File: src/rtl/mem_loader.sv
// Byte-stream RAM loader with read-back verify.
// Little-endian byte pairs from a valid/ready stream are assembled into 16-bit
// words and written to consecutive RAM addresses 0..len. A running checksum is
// kept of every written word. The region is then read back through a
// registered-read port, and the read-back sum is compared with the checksum.
module mem_loader (
   input  logic        clk,
   input  logic        rst,
   input  logic        start,
   input  logic [7:0]  len,
   input  logic [7:0]  inByte,
   input  logic        inValid,
   output logic        inReady,
   output logic [7:0]  addrWr,
   output logic [15:0] dataWr,
   output logic        wrEn,
   output logic [7:0]  addrRd,
   input  logic [15:0] dataRd,
   output logic        busy,
   output logic        done,
   output logic        error,
   output logic [15:0] checksum
);

   typedef enum logic [2:0] {
      S_IDLE,
      S_LO,
      S_HI,
      S_WRITE,
      S_VERIFY,
      S_FLUSH,
      S_DONE
   } state_e;

   state_e      state_q;
   logic [7:0]  len_q;        // last word address of the current load
   logic [7:0]  wr_addr_q;    // address of the word being assembled
   logic [7:0]  lo_q;         // low byte of the word being assembled
   logic [7:0]  addr_wr_q;
   logic [15:0] data_wr_q;
   logic        wr_en_q;
   logic [7:0]  addr_rd_q;    // also serves as the verify read counter
   logic        rd_valid_q;   // dataRd carries the answer to last cycle's read
   logic [15:0] vsum_q;       // sum of read-back words
   logic [15:0] checksum_q;
   logic        in_ready_q;
   logic        busy_q;
   logic        done_q;
   logic        error_q;

   logic        xfer;         // a byte moves this cycle
   logic [15:0] vsum_d;       // read-back sum including this cycle's dataRd

   assign xfer   = inValid & in_ready_q;
   assign vsum_d = vsum_q + dataRd;

   // Loader FSM: every output is a register updated alongside the state.
   always_ff @(posedge clk) begin
      // NOTE: sequential state uses non-blocking assignments so every register
      // samples pre-edge values; reset is synchronous and wins over all else.
      if (rst) begin
         state_q    <= S_IDLE;
         len_q      <= 8'd0;
         wr_addr_q  <= 8'd0;
         lo_q       <= 8'd0;
         addr_wr_q  <= 8'd0;
         data_wr_q  <= 16'd0;
         wr_en_q    <= 1'b0;
         addr_rd_q  <= 8'd0;
         rd_valid_q <= 1'b0;
         vsum_q     <= 16'd0;
         checksum_q <= 16'd0;
         in_ready_q <= 1'b0;
         busy_q     <= 1'b0;
         done_q     <= 1'b0;
         error_q    <= 1'b0;
      end else begin
         // Write strobe is a single-cycle pulse; the HI->WRITE step re-arms it.
         wr_en_q    <= 1'b0;
         // A read issued in VERIFY returns data on the following cycle.
         rd_valid_q <= (state_q == S_VERIFY);
         if (rd_valid_q) begin
            vsum_q <= vsum_d;
         end

         case (state_q)
            S_IDLE, S_DONE: begin
               if (start) begin
                  len_q      <= len;
                  wr_addr_q  <= 8'd0;
                  checksum_q <= 16'd0;
                  done_q     <= 1'b0;
                  error_q    <= 1'b0;
                  busy_q     <= 1'b1;
                  in_ready_q <= 1'b1;
                  state_q    <= S_LO;
               end
            end

            S_LO: begin
               if (xfer) begin
                  lo_q    <= inByte;
                  state_q <= S_HI;
               end
            end

            S_HI: begin
               if (xfer) begin
                  addr_wr_q  <= wr_addr_q;
                  data_wr_q  <= {inByte, lo_q};
                  wr_en_q    <= 1'b1;
                  in_ready_q <= 1'b0;
                  state_q    <= S_WRITE;
               end
            end

            S_WRITE: begin
               checksum_q <= checksum_q + data_wr_q;
               // Compare before incrementing so len=255 finishes without wrap.
               if (wr_addr_q == len_q) begin
                  addr_rd_q <= 8'd0;
                  vsum_q    <= 16'd0;
                  state_q   <= S_VERIFY;
               end else begin
                  wr_addr_q  <= wr_addr_q + 8'd1;
                  in_ready_q <= 1'b1;
                  state_q    <= S_LO;
               end
            end

            S_VERIFY: begin
               if (addr_rd_q == len_q) begin
                  state_q <= S_FLUSH;
               end else begin
                  addr_rd_q <= addr_rd_q + 8'd1;
               end
            end

            S_FLUSH: begin
               // The last read's data arrives now; compare the completed sum.
               busy_q  <= 1'b0;
               done_q  <= 1'b1;
               error_q <= (vsum_d != checksum_q);
               state_q <= S_DONE;
            end

            default: begin
               state_q <= S_IDLE;
            end
         endcase
      end
   end

   assign inReady  = in_ready_q;
   assign addrWr   = addr_wr_q;
   assign dataWr   = data_wr_q;
   assign wrEn     = wr_en_q;
   assign addrRd   = addr_rd_q;
   assign busy     = busy_q;
   assign done     = done_q;
   assign error    = error_q;
   assign checksum = checksum_q;

endmodule

File: config.mk
export PLATFORM = sky130hd
export DESIGN_NAME = mem_loader
export DESIGN_NICKNAME = d
export VERILOG_FILES = /design/src/rtl/mem_loader.sv
export SDC_FILE = /design/constraint.sdc
export NUM_CORES = 1
export LEC_CHECK = 0
export CORE_MARGIN = 2
export CORE_UTILIZATION = 30
export DETAILED_ROUTE_END_ITERATION = 6
export SYNTH_ARGS = -nofsm -noshare
export SYNTH_HDL_FRONTEND = slang
export SYNTH_SLANG_ARGS = --single-unit
export TNS_END_PERCENT = 100
File: constraint.sdc
create_clock -name clk -period 3.35 [get_ports clk]
set_input_delay 0.8375 -clock clk [delete_from_list [all_inputs] [get_ports clk]]
set_output_delay 0.8375 -clock clk [all_outputs]
set_load 0.02 [all_outputs]
==> impl_results.md <==
- Status: finished clean
- Final-report hold violation count: 0
- # DRC: 0
- Synth top area share: 0.3523
- Pre-antenna DRT Iters: 4
- Post-DP Area: 6874 sq um
- Row count: 49
- Post-Syn Nets: 733
- Routed WL: 14.64 mm
- CP max stage cell: clkdlybuf4s50_1
- Worst clock skew: 0.01258 ns
- Largest cells by area after synthesis: dfxtp_1 (35%), ha_1 (7.3%), a21oi_1 (6.3%)
- Root buffer cell: clkbuf_16
- Leakage power: 0.002943 uW
- ANT cells: 0
- Place WS: -0.4148 ns
- Die width: 139.5 um
- Crit Path Category: in -> reg
- Slew @ Worst Pin: 1.021 ns
- RSZ-0062 raised after global routing: no
- Register area share after synthesis: 0.3523
- Post-DRT Antenna Nets: 0
- WL per Instance: 14.55 um
- Post-Synth Simple-Gate Area: 0.2120
- Post-synth ARST share: 0
- CP endpoint kind: flop
- Post-Syn Area per Cell: 8.313 sq um
- # setup viols final: 0
- Critical-path cell list: clkdlybuf4s50_1, ha_4, a211oi_4, buf_4, o21ai_2, a22o_2, o41a_1, or4b_1, nand4_1, o31a_1
- Post-synth EDFFs: 0
- WP buf/inv: 2
- Clock Path Buffers: 2
- 1st-iter DRT viols: 310
- Slew headroom: 0.3183
- Full die area: 19470 sq um
- CP top delay family: compound AO/OA/AOI/OAI gates
- Fin crit share: 0.9424
- Die height: 139.5 um
- Starting density of the core: 0.3058
- Arrival @ worst endpoint: 3.45 ns
- Placed cell count: 988
- Number of global-route vias before repair: 4638
- Pins over their slew limit: 0
- Critical path required time: 3.64 ns
- Power per cell area: 352.1 nW/um^2
- Synth Flop Type: dfxtp_1
- CTS Hold Bufs: 0
- HPWL Detailed: 11.20 mm
- Synth cell types: 57
- Worst min path class: reg -> reg
- Synthesized flop and latch total: 97
- Largest net degree at the start of global routing: 78
- TritonCTS clock tree: yes
- Worst-path clk slew: 0.07 ns
- Nature of the critical path startpoint: primary input
- Non-Filler Instances: 1006
- Final Instance Area: 7281 sq um
- Clock Sinks: 97
- Clock Latency Late Sink: 0.35 ns
- Nets: 842
- Worst setup margin: 0.1930 ns
- Mux contribution to synthesized area: 0.04359
- Vias/cell: 4.881
- Fmax achieved: 0.3168 GHz
- Post-Synth XOR/XNOR Area: 0.1156
- Post-Synth Adder-Cell Area: 0.07991
- Routed vias: 4910
- WHS: 0.4581 ns
- Sum Neg Setup Slack: 0 ns
- Worst-path fanout max: 4
- Cts bufs inserted: 9
- Yosys warnings: 0
- Gr usage total: 0.1520
- Final Critical Period: 3.157 ns
- Routability Congestion: 0.8299
- Worst VDD drop: 0.2519 mV
- Post-synthesis cell count: 663
- Yosys top cell by area: dfxtp_1
- Total gr overflow: 0
- Initial antenna violation count: 0
- Mapped Area: 5512 sq um
- Layout area overhead: 32.10%
- Htree depth: 3
- Core ar.: 18020 sq um
- Maxcap violations: 0
- Number of port buffers: 88
- Slowest stage delay, CP: 0.52 ns
- Layout cells sized above 1: 0.1120
- Largest family of logic cells by synthesized area: simple AND/OR/NAND/NOR gates
- IO Count: 89
- First-pass GRT wire length: 24.20 mm
- Post-synthesis compound-gate area fraction: 0.1664
[worst paths after layout]
| path | start | to | slack, ns | cells after the start |
|---|---|---|---|---|
| setup / recovery | dataRd[2] | error | 0.19 | 10 |
| hold / removal | addrWr[3] | addrWr[3] | 0.46 | 2 |
| setup reg to reg | vsum_q[0] | error | 0.52 | 10 |
| hold reg to reg | addrWr[3] | addrWr[3] | 0.46 | 2 |
[worst register-to-register path, delay by kind of cell (launching register included)]
kind / cells / cell delay, ns
AO/OA/AOI/OAI: 5 / 1.11
adder cells (fa/ha/maj): 2 / 0.61
AND/OR/NAND/NOR: 2 / 0.59
flip-flops: 1 / 0.32
buffers and inverters: 1 / 0.15
[state kept, by name, summed over array words and instances, names as in the netlist]
register	flops
len_q	8
wr_addr_q	8
inReady	1
busy	1
rd_valid_q	1
done	1
state_q	3
vsum_q	16
checksum	16
wrEn	1
dataWr	16
error	1
addrWr	8
lo_q	8
addrRd	8
[power breakdown]
group,internal [uW],switching (uW)
sequential,1170,18.2
clock,676,465
combinational,117,121
total,1960,604
[repair_timing]
item                                    CTS  global route
gates resized for setup                   2            15
hold endpoints to repair                  0             0
endpoints found under the setup margin    1             2
pin swaps                                 2            12
buffers inserted                          0             2
[per-layer routing]
| layer | GRT usage | wire (um) | vias up |
|---|---|---|---|
| li1 | - | - | 2560 |
| met1 | 0.2182 | 7536 | 2249 |
| met2 | 0.2343 | 6393 | 89 |
| met3 | 0.02891 | 496 | 12 |
| met4 | 0.04053 | 216 | 0 |
| met5 | 0 | 0 | - |
[layout by cell type, fill, tap and decap left out, types with 3 or more instances in the layout]
| master | n |
|---|---|
| nor2_1 | 67 |
| nand3_1 | 20 |
| inv_1 | 5 |
| o21bai_1 | 3 |
| nand4b_1 | 3 |
| o211ai_1 | 3 |
| dfxtp_1 | 97 |
| a21oi_1 | 68 |
| clkbuf_16 | 9 |
| nand2_1 | 90 |
| a211oi_1 | 4 |
| nor4_1 | 7 |
| and3_1 | 10 |
| xor2_1 | 38 |
| o21a_1 | 5 |
| mux2i_1 | 24 |
| xnor2_1 | 27 |
| clkdlybuf4s50_1 | 85 |
| nor2b_1 | 3 |
| ha_1 | 29 |
| nand4_1 | 9 |
| o21ai_0 | 14 |
| xnor3_1 | 3 |
| buf_4 | 45 |
| a21o_1 | 10 |
| nor3_1 | 16 |
| a211o_1 | 3 |
| or3_1 | 7 |
| a311oi_1 | 4 |
| a31oi_1 | 6 |
| a22oi_1 | 6 |
| or2_2 | 5 |
[synthesized netlist by cell type (all sizes together) (2+ instances only)]
cell type and number:
nand4b 3, dfxtp 97, o21bai 3, a31oi 6, nand4 9, o21ai 18
a311oi 4, or2 6, mux2i 24, a21o 11, fa 2, a211o 3
o2111ai 2, nand3 20, ha 32, a211oi 7, inv 5, xor2 38
and3 11, xnor3 3, nor2b 3, buf 5, a21oi 70, and2 2
nor2 67, o31ai 2, nand2 90, a22oi 6, nor3 18, a41oi 2
o21a 5, o211ai 3, nor4 9, or3 7, xnor2 27, clkbuf 31
[cells by family (layout without fill, tap and decap cells)]
kind of cell,Yosys count,after routing
buffers and inverters,41,155
XOR/XNOR,68,68
adder cells (fa/ha/maj),34,34
AO/OA/AOI/OAI,148,148
flip-flops,97,97
AND/OR/NAND/NOR,251,251
multiplexers,24,24
[through the flow]
stage	power (uW)	utilization
global route	2673	0.4039
global placement	1448	0.3814
floorplan	1338	-
detailed placement	1447	0.3814
CTS	2589	0.4001
finish	2563	0.4039
[layout make-up]
type | instances | area [sq um]
clock buffer | 10 | 239.0
fill | 1861 | 10740
tap | 229 | 286.5
timing repair buffer | 134 | 1239
sequential | 97 | 1942
multi-input combinational | 525 | 3467
inverter | 5 | 18.77
clock inverter | 6 | 88.84
Power figures use the tool's default switching activity.
